File: src/rtl/uart_tx_fifo_ctrl.sv
// Transmit FIFO + handshake FSM feeding the UART Tx controller. A write lands in the FIFO, and TxStart is set one cycle later.
// Writes while full are dropped and flagged. Pops wait for TxEnable and for the previous byte to complete.
module uart_tx_fifo_ctrl #(
    parameter int DEPTH       = 16,
    parameter int AW          = 4,
    parameter int SYNC_STAGES = 2
) (
    input  logic          DSP_CLK,
    input  logic          RESET,
    input  logic          DSP_CEn,
    input  logic [4:1]    DSP_ADDR,
    input  logic          DSP_WEn,
    input  logic [15:0]   DSP_WDATA,
    output logic [15:0]   DSP_RDATA,
    input  logic          FIFOEn,
    input  logic          TxEnable,
    input  logic          TxFIFO_Flush,
    input  logic          TxBusy,
    input  logic          TxDone,
    output logic          TxStart,
    output logic [7:0]    TxData,
    output logic          TxFIFO_Empty,
    output logic          TxFIFO_Full,
    output logic [AW:0]   TxFIFO_Level,
    output logic          TxIdle,
    output logic          WriteDropError
);

    typedef enum logic [1:0] {IDLE, REQ, BUSY} txState_t;

    localparam logic [AW:0] FULL_LEVEL = (AW+1)'(DEPTH);
    localparam logic [AW:0] PTR_ONE    = (AW+1)'(1);

    txState_t               state;
    logic [AW:0]            wp, rp;
    logic [7:0]             fifoMem [DEPTH];
    logic [SYNC_STAGES-1:0] busySync, doneSync;
    logic                   sTxBusy, sTxDone, sTxDone_d, doneRise;
    logic                   wrReq, wrAccept, wrDrop, popReq;
    logic [4:0]             statLevel;
    logic                   unusedWdata;

    assign TxFIFO_Level = wp - rp;
    assign TxFIFO_Empty = (TxFIFO_Level == '0);
    assign TxFIFO_Full  = FIFOEn ? (TxFIFO_Level == FULL_LEVEL) : !TxFIFO_Empty;
    assign TxIdle       = TxFIFO_Empty && (state == IDLE);

    assign sTxBusy  = busySync[SYNC_STAGES-1];
    assign sTxDone  = doneSync[SYNC_STAGES-1];
    assign doneRise = sTxDone && !sTxDone_d;

    // Full is judged on the registered level, so a same-cycle pop never rescues a write
    assign wrReq    = !DSP_CEn && !DSP_WEn && (DSP_ADDR == 4'd0);
    assign wrAccept = wrReq && !TxFIFO_Full && !TxFIFO_Flush;
    assign wrDrop   = wrReq && TxFIFO_Full && !TxFIFO_Flush;
    assign popReq   = (state == IDLE) && !TxFIFO_Empty && TxEnable && !TxFIFO_Flush;

    assign statLevel   = 5'(TxFIFO_Level);
    assign unusedWdata = ^DSP_WDATA[15:8];

    always_ff @(posedge DSP_CLK) begin
        if (wrAccept) begin
            fifoMem[wp[AW-1:0]] <= DSP_WDATA[7:0];
        end
    end

    always_ff @(posedge DSP_CLK) begin
        if (RESET) begin
            wp             <= '0;
            rp             <= '0;
            state          <= IDLE;
            TxStart        <= 1'b0;
            TxData         <= 8'd0;
            WriteDropError <= 1'b0;
            DSP_RDATA      <= 16'd0;
            busySync       <= '0;
            doneSync       <= '0;
            sTxDone_d      <= 1'b0;
        end else begin
            busySync  <= {busySync[SYNC_STAGES-2:0], TxBusy};
            doneSync  <= {doneSync[SYNC_STAGES-2:0], TxDone};
            sTxDone_d <= sTxDone;

            if (wrAccept) begin
                wp             <= wp + PTR_ONE;
                WriteDropError <= 1'b0;
            end else if (wrDrop) begin
                WriteDropError <= 1'b1;
            end

            if (TxFIFO_Flush) begin
                rp <= wp;
            end else if (popReq) begin
                rp <= rp + PTR_ONE;
            end

            case (state)
                IDLE: begin
                    if (popReq) begin
                        TxData  <= fifoMem[rp[AW-1:0]];
                        TxStart <= 1'b1;
                        state   <= REQ;
                    end
                end
                // A done edge before busy was seen means the whole transfer slipped past the synchronizers
                REQ: begin
                    if (doneRise) begin
                        TxStart <= 1'b0;
                        state   <= IDLE;
                    end else if (sTxBusy) begin
                        TxStart <= 1'b0;
                        state   <= BUSY;
                    end
                end
                BUSY: begin
                    if (doneRise) begin
                        state <= IDLE;
                    end
                end
                default: begin
                    TxStart <= 1'b0;
                    state   <= IDLE;
                end
            endcase

            if (!DSP_CEn && DSP_WEn) begin
                case (DSP_ADDR)
                    4'd0:    DSP_RDATA <= {8'd0, TxData};
                    4'd1:    DSP_RDATA <= {8'd0, statLevel, TxIdle, TxFIFO_Full, WriteDropError};
                    default: DSP_RDATA <= 16'd0;
                endcase
            end else begin
                DSP_RDATA <= 16'd0;
            end
        end
    end

endmodule
File: config.mk
export PLATFORM = sky130hd
export DESIGN_NAME = uart_tx_fifo_ctrl
export DESIGN_NICKNAME = d
export VERILOG_FILES = /design/src/rtl/uart_tx_fifo_ctrl.sv
export SDC_FILE = /design/constraint.sdc
export NUM_CORES = 1
export LEC_CHECK = 0
export ABC_CLOCK_PERIOD_IN_PS = 3200
export CAP_MARGIN = 40
export CORE_MARGIN = 2
export CORE_UTILIZATION = 51
export DETAILED_ROUTE_END_ITERATION = 16
export PLACE_DENSITY_LB_ADDON = 0.15
export RECOVER_POWER = 50
export SETUP_SLACK_MARGIN = 0.15
export SLEW_MARGIN = 20
export SYNTH_ARGS = -nofsm -noshare
export SYNTH_HDL_FRONTEND = slang
export SYNTH_SLANG_ARGS = --single-unit
File: constraint.sdc
create_clock -name DSP_CLK -period 3.2 [get_ports DSP_CLK]
set_clock_uncertainty 0.15 [all_clocks]
set_input_delay 0.32 -clock DSP_CLK [delete_from_list [all_inputs] [get_ports DSP_CLK]]
set_output_delay 0.32 -clock DSP_CLK [all_outputs]
set_load 0.005 [all_outputs]
==> results of run 1 <==
## cells by family (layout without fill, tap and decap cells)
| group | after synthesis | after routing | share of synthesized area |
|---|---|---|---|
| AND/OR/NAND/NOR | 107 | 107 | 0.08551 |
| AO/OA/AOI/OAI | 69 | 69 | 0.06968 |
| other | 1 | 8 | 0.0005583 |
| flip-flops | 163 | 163 | 0.6766 |
| XOR/XNOR | 3 | 3 | 0.005031 |
| adder cells (fa/ha/maj) | 10 | 10 | 0.01975 |
| buffers and inverters | 41 | 136 | 0.02906 |
| multiplexers | 36 | 36 | 0.1138 |
## layout by cell type, fill, tap and decap left out, types with 13 or more instances in the layout
master,Yosys,routed
sky130_fd_sc_hd__a21oi_1,20,17
sky130_fd_sc_hd__dlygate4sd3_1,0,27
sky130_fd_sc_hd__nand2_1,16,16
sky130_fd_sc_hd__edfxtp_1,128,128
sky130_fd_sc_hd__buf_4,9,28
sky130_fd_sc_hd__and3_4,0,13
sky130_fd_sc_hd__a22oi_1,22,22
sky130_fd_sc_hd__clkdlybuf4s50_1,0,16
sky130_fd_sc_hd__mux4_2,32,32
sky130_fd_sc_hd__clkbuf_16,0,17
sky130_fd_sc_hd__nor2_1,21,21
sky130_fd_sc_hd__dfxtp_1,35,33
## worst reg2reg max path, delay by kind of cell, from the launching register on
family	cells	cell delay, ns
flip-flops	1	0.34
buffers and inverters	7	0.77
AND/OR/NAND/NOR	2	0.38
AO/OA/AOI/OAI	3	0.58
adder cells (fa/ha/maj)	2	0.61
## timing repair
item	CTS	global route
setup endpoints to repair	21	133
setup buffers	5	13
resized for setup	18	39
cloned	0	1
pin swaps	4	8
## power by group through the flow
stage	Clock, mW	Combinational, mW	Sequential, mW
6_report	1.89	0.381	2.31
5_1_grt	2.01	0.410	2.31
4_1_cts	1.92	0.344	2.31
3_5_place_dp	0	0.334	2.35
3_3_place_gp	0	0.326	2.35
2_1_floorplan	0	0.183	2.35
## routing by layer
| metal | track usage | share of wire |
|---|---|---|
| met1 | 0.2839 | 0.42 |
| met2 | 0.3308 | 0.50 |
| met3 | 0.05212 | 0.064 |
| met4 | 0.08482 | 0.019 |
| met5 | 0 | 0 |
## through the flow
stage                       util  cell area (um2)  std cells  hold WS, ns  setup WS (ns)
final                     0.6620             8422        704       0.2856        0.09625
after global placement    0.5947             7566        653       0.2692         0.1693
after CTS                 0.6434             8185        690       0.2884         0.1282
after floorplan                -             6766        437       0.2638         0.2153
after detailed placement  0.5947             7566        653       0.2746        0.05784
after global routing      0.6620             8422        704       0.3020        0.01188
## sequential cells by signal, indices dropped and copies added, names as in the netlist
name / cells
fifoMem: 128
DSP_RDATA: 8
TxData: 8
rp: 5
wp: 5
busySync: 2
doneSync: 2
state: 2
TxStart: 1
WriteDropError: 1
sTxDone_d: 1
## cell type report
class	instances	area, um2
multi-input cells	233	2151
flip-flops and latches	163	4547
clock buffers	19	432.9
fillers	927	4300
clock inverters	13	117.6
well taps	172	215.2
inverters	12	45.04
repair buffers	92	913.4
## worst min-delay path by stage
stage,start,to
after floorplan,busySync[0]$_SDFF_PP0_,busySync[1]$_SDFF_PP0_
after global placement,doneSync[0]$_SDFF_PP0_,doneSync[1]$_SDFF_PP0_
after detailed placement,busySync[0]$_SDFF_PP0_,busySync[1]$_SDFF_PP0_
after CTS,busySync[0]$_SDFF_PP0_,busySync[1]$_SDFF_PP0_
after global routing,busySync[0]$_SDFF_PP0_,busySync[1]$_SDFF_PP0_
final,busySync[0]$_SDFF_PP0_,busySync[1]$_SDFF_PP0_
==> reports/metrics.cfg, run 1 <==
[outcome]
outcome = complete, no violations

[synthesis]
synthCells = 430
synthesis.area_mm2 = 0.006716
synthDistinctLibCells = 48
yosys_register_bits = 163
netlist.area_leader.share = 0.5723
synthTopCellsByCount = 128 x sky130_fd_sc_hd__edfxtp_1, 35 x sky130_fd_sc_hd__dfxtp_1, 32 x sky130_fd_sc_hd__mux4_2, 22 x sky130_fd_sc_hd__a22oi_1, 21 x sky130_fd_sc_hd__nor2_1
synth_edf_count = 128
synth_most_common_cell = sky130_fd_sc_hd__edfxtp_1
post_synth.cell_area_avg_um2 = 15.62
dominant_register_cell_in_the_synthesized_netlist = sky130_fd_sc_hd__edfxtp_1
yosysSeqAreaShare = 0.6766
asyncSetResetFlopFracSynth = 0
synthTopCellsByArea = sky130_fd_sc_hd__edfxtp_1 57%, sky130_fd_sc_hd__mux4_2 11%, sky130_fd_sc_hd__dfxtp_1 10%
netlist.top_cell.by_area = sky130_fd_sc_hd__edfxtp_1
synth-warning-count = 0

[hold_path]
worstHoldPathType = reg -> reg
whs_path_depth = 1

[pwr]
vdd.ir_drop.worst_v = 0.0004174
sequentialPowerShare = 0.504
power_density_mw_per_mm2 = 544.2
switchingPower_mw = 0.9756
switching_fraction_of_total_power = 0.2129
leakage_nw = 2.881
design_power_total_mw = 4.583
comb_power_share = 0.083
power.internal_mw = 3.607
power_frac_clock = 0.413

[floorplanning]
placeableCoreArea_mm2 = 0.01272
top_level_ports = 63
vert_die_dim_um = 118.8
floorplan.initialDensity = 0.5279
chipWidth_um = 118.8
die-area_mm2 = 0.01410
placementRows = 41

[critical_path]
crit_required_ns = 3.18
setup.worst_path.end_class = flip-flop
worstPathBufferInverterCount = 7
cp_startpoint = wp[0]$_SDFFE_PP0P_
critical_path.startpoint_type = flip-flop
cp_slowest_cell = sky130_fd_sc_hd__fa_2
cp_num_cells = 14
max_stage_delay_ns = 0.45
timing.reg2reg.worst_path_depth = 14
worstSetupEndpoint = fifoMem[3][4]$_DFFE_PP_
reg2reg_slack_ns = 0.1
crit_path_cell_trace = inv_2 -> ha_4 -> inv_2 -> fa_2 -> nand3b_1 -> a211oi_2 -> o22ai_2 -> buf_4 -> buf_6 -> buf_8 -> a21oi_4 -> buf_6 -> and2_4 -> buf_12
worst_ep_arrival_time_ns = 3.08
cp_max_fo = 8
crit_type = reg -> reg
rr_startpoint = wp[0]$_SDFFE_PP0P_
crit-reg2reg-capture = fifoMem[3][4]$_DFFE_PP_
cpLargestDelayFamily = buffers and inverters

[timing]
setup_violations = 0
fmax_mhz = 322.2
timing.final.hold_violations = 0
timing.setup.tns_ns = 0
period_share = 0.9699
worst-slew-pin-transition_ns = 1.400
unrepaired_setup_endpoints_after_global_routing = true
period_minus_slack_ns = 3.104
timing_max_transition_violations_final = 0
timing.max_slew.rel_slack = 0.06638

[job]
drv_cap = 0

[placed_design]
total_of_buffers_placed_on_input_and_output_ports = 46
place.detailed.hpwl_mm = 9.283
gpl.final_weighted_congestion = 0.8585

[drt]
final_antenna_net_count = 0
wl_per_cell_um = 20.88
number_of_drc_violations_after_detailed_routing_iteration_0 = 436
route.detailed.drc = 0
route.vias.total = 4090
drt_pass1_iterations = 4
drt-total-wl_mm = 14.70
routed_via_density = 5.810

[grt]
first_global_vias = 3901
grt_pass1_wl_mm = 21.87
grt_overflow = 0
initial_antenna_violation_count = 0
grt_start_max_net_pins = 37
gr-usage-all-layers = 0.2107

[layout]
n_diodes = 0
area.growth.synth_to_final_pct = 25.39
fin_nets = 558
fraction_of_layout_cells_with_a_size_suffix_above_1 = 0.2707

[clocking]
quantity_of_hold_fixing_buffers_added_after_cts = 0
clk_path_buf_depth = 2
worstSkewPairLatency_ns = 0.41
cts_max_level = 4
cts.sinks = 163
clock_tree.root_cell = sky130_fd_sc_hd__clkbuf_16
number_of_buffers_created_by_cts = 17
cts_tree = yes
clkSlewWorstSetupHoldPaths_ns = 0.06

Power figures use the tool's default switching activity.
==> inputs of run 2 (changes only) <==
--- a/config.mk
+++ b/config.mk
@@ -10,7 +10,7 @@
 export CORE_MARGIN = 2
 export CORE_UTILIZATION = 51
 export DETAILED_ROUTE_END_ITERATION = 16
-export PLACE_DENSITY_LB_ADDON = 0.15
+export PLACE_DENSITY = 0.75
 export RECOVER_POWER = 50
 export SETUP_SLACK_MARGIN = 0.15
 export SLEW_MARGIN = 20
==> run 2 against run 1 <==
Effect of this change: final cell count shrank 1.4%; total power grew 1.2%; cell area shrank 0.73%; global-route usage grew 1.1 points; sequential power barely moved; largest power group unchanged.
==> reports/metrics.cfg, run 2 (synthesized netlist as in run 1, its figures left out) <==
[floorplanning]
chipWidth_um = 118.8  ; unchanged
vert_die_dim_um = 118.8  ; unchanged
placeableCoreArea_mm2 = 0.01272  ; unchanged
placementRows = 41  ; unchanged
die-area_mm2 = 0.01410  ; unchanged
top_level_ports = 63  ; unchanged
floorplan.initialDensity = 0.5279  ; unchanged

[critical_path]
cp_max_fo = 8  ; unchanged
critical_path.startpoint_type = flip-flop
setup.worst_path.end_class = flip-flop
crit_required_ns = 3.18  ; about the same
crit_type = reg -> reg
worst_ep_arrival_time_ns = 3.10  ; +0.02 ns

[placed_design]
total_of_buffers_placed_on_input_and_output_ports = 46  ; unchanged
numPlacedInstances = 649  ; -0.61%
gpl.final_weighted_congestion = 0.8554  ; -0.36%
place.detailed.hpwl_mm = 9.364  ; +0.88%

[clocking]
clkSlewWorstSetupHoldPaths_ns = 0.06  ; about the same
clock_tree.root_cell = sky130_fd_sc_hd__clkbuf_16
number_of_buffers_created_by_cts = 17  ; unchanged
cts.sinks = 163  ; unchanged
clk_path_buf_depth = 2  ; unchanged
cts_tree = yes
cts_max_level = 4  ; unchanged
worstSkewPairLatency_ns = 0.42  ; about the same

[drt]
number_of_drc_violations_after_detailed_routing_iteration_0 = 297  ; -32%
drt-total-wl_mm = 14.92  ; +1.5%
route.vias.total = 4058  ; -0.78%
wl_per_cell_um = 21.50  ; +3.0%
drt_pass1_iterations = 5  ; +1
routed_via_density = 5.847  ; +0.65%
final_antenna_net_count = 0  ; unchanged
route.detailed.drc = 0  ; unchanged

[layout]
fin_nets = 549  ; -1.6%
final.fill_count = 911  ; -1.7%
most_frequent_cells_in_the_layout = 128 x sky130_fd_sc_hd__edfxtp_1, 32 x sky130_fd_sc_hd__mux4_2, 31 x sky130_fd_sc_hd__dfxtp_1
fraction_of_layout_cells_with_a_size_suffix_above_1 = 0.2605  ; -0.01014
area_taken_by_flip_flops_and_latches_mm2 = 0.004549  ; about the same
area.growth.synth_to_final_pct = 24.48
most_common_library_cell_in_the_layout_ignoring_fill_and_taps = sky130_fd_sc_hd__edfxtp_1
count_of_non_filler_cells_in_the_finished_layout = 694  ; -1.4%
max_reg_flops = 128  ; unchanged
multiInputGateArea_mm2 = 0.002135  ; -0.76%
n_diodes = 0  ; unchanged

[timing]
worst-slew-pin-transition_ns = 1.406  ; +0.005402 ns
timing.final.hold_violations = 0  ; unchanged
timing.max_slew.rel_slack = 0.06278  ; -0.003601
period_minus_slack_ns = 3.120  ; +0.01641 ns
fmax_mhz = 320.5  ; -0.53%
unrepaired_setup_endpoints_after_global_routing = true
hold-worst-slack_ns = 0.2979  ; +0.01232 ns
period_share = 0.9750  ; +0.005127
setup_violations = 0  ; unchanged
timing_max_transition_violations_final = 0  ; unchanged

[job]
drv_cap = 0  ; unchanged

[grt]
grt_start_max_net_pins = 37  ; unchanged
first_global_vias = 4099  ; +5.1%
grt_pass1_wl_mm = 23.07  ; +5.5%
gr-usage-all-layers = 0.2217  ; +0.01102
initial_antenna_violation_count = 0  ; unchanged
grt_overflow = 0  ; unchanged

[pwr]
vdd.ir_drop.worst_v = 0.0003976  ; -4.7%
leakage_nw = 2.842  ; -1.4%
power_density_mw_per_mm2 = 554.9  ; +2.0%

[hold_path]
worstHoldPathType = reg -> reg

[outcome]
outcome = complete, no violations

run 2: cell type report:
type | count | share of cell area
sequential | 163 | 0.5441
multi-input combinational | 233 | 0.2553
timing repair buffer | 83 | 0.1006
clock buffer | 17 | 0.05088
tap | 172 | 0.02574
clock inverter | 14 | 0.01736
inverter | 12 | 0.005986
run 2: layer usage:
metal	share of wire	GRT usage	up-vias	wire length [um]
li1	-	-	1842	-
met3	0.042	0.04730	22	632
met1	0.42	0.2892	2074	6274
met5	0	0	-	0
met4	0.018	0.08631	0	271
met2	0.52	0.3657	120	7743
run 2: path summary, 6_finish.rpt:
path                                        startpoint  cells after the start                  endpoint  slack [ns]
worst min register to register  busySync[0]$_SDFF_PP0_                      1    busySync[1]$_SDFF_PP0_        0.30
worst min-delay path            busySync[0]$_SDFF_PP0_                      1    busySync[1]$_SDFF_PP0_        0.30
worst max-delay path                wp[0]$_SDFFE_PP0P_                     13  fifoMem[13][4]$_DFFE_PP_        0.08
worst max register to register      wp[0]$_SDFFE_PP0P_                     13  fifoMem[13][4]$_DFFE_PP_        0.08
run 2: per-stage QoR:
stage / instance area (um2) / util / setup slack, ns / power (mW) / setup TNS [ns]
after CTS: 8217 / 0.6459 / 0.05375 / 4.652 / 0
after global routing: 8361 / 0.6572 / -0.01232 / 4.789 / -0.1094
after global placement: 7561 / 0.5943 / 0.2053 / 2.673 / 0
after detailed placement: 7561 / 0.5943 / 0.1470 / 2.683 / 0
final: 8361 / 0.6572 / 0.07985 / 4.639 / 0
after floorplan: 6766 / - / 0.2153 / 2.534 / 0
run 2: repair_timing:
action                                  4_1_cts  5_1_grt
pin swaps                                     5        6
hold buffers                                  0        0
buffers inserted                              8        5
resized for setup                            11       36
endpoints found under the hold margin         0        0
gates cloned                                  0        1
endpoints found under the setup margin        5      136
run 2: worst max-delay path: stages (launching register included):
cell	delay (ns)
sky130_fd_sc_hd__dfxtp_2	0.35
sky130_fd_sc_hd__inv_4	0.05
sky130_fd_sc_hd__ha_4	0.15
sky130_fd_sc_hd__inv_2	0.05
sky130_fd_sc_hd__fa_2	0.45
sky130_fd_sc_hd__nand3b_1	0.25
sky130_fd_sc_hd__a211oi_4	0.29
sky130_fd_sc_hd__o22ai_2	0.14
sky130_fd_sc_hd__buf_4	0.16
sky130_fd_sc_hd__buf_6	0.12
sky130_fd_sc_hd__a21oi_4	0.18
sky130_fd_sc_hd__buf_6	0.17
sky130_fd_sc_hd__and3_4	0.21
sky130_fd_sc_hd__buf_12	0.13
run 2: power by group:
part	total, mW	switching (mW)	internal [mW]
clock	1.97	0.766	1.20
sequential	2.31	0.0128	2.30
combinational	0.363	0.193	0.170
total	4.64	0.971	3.67
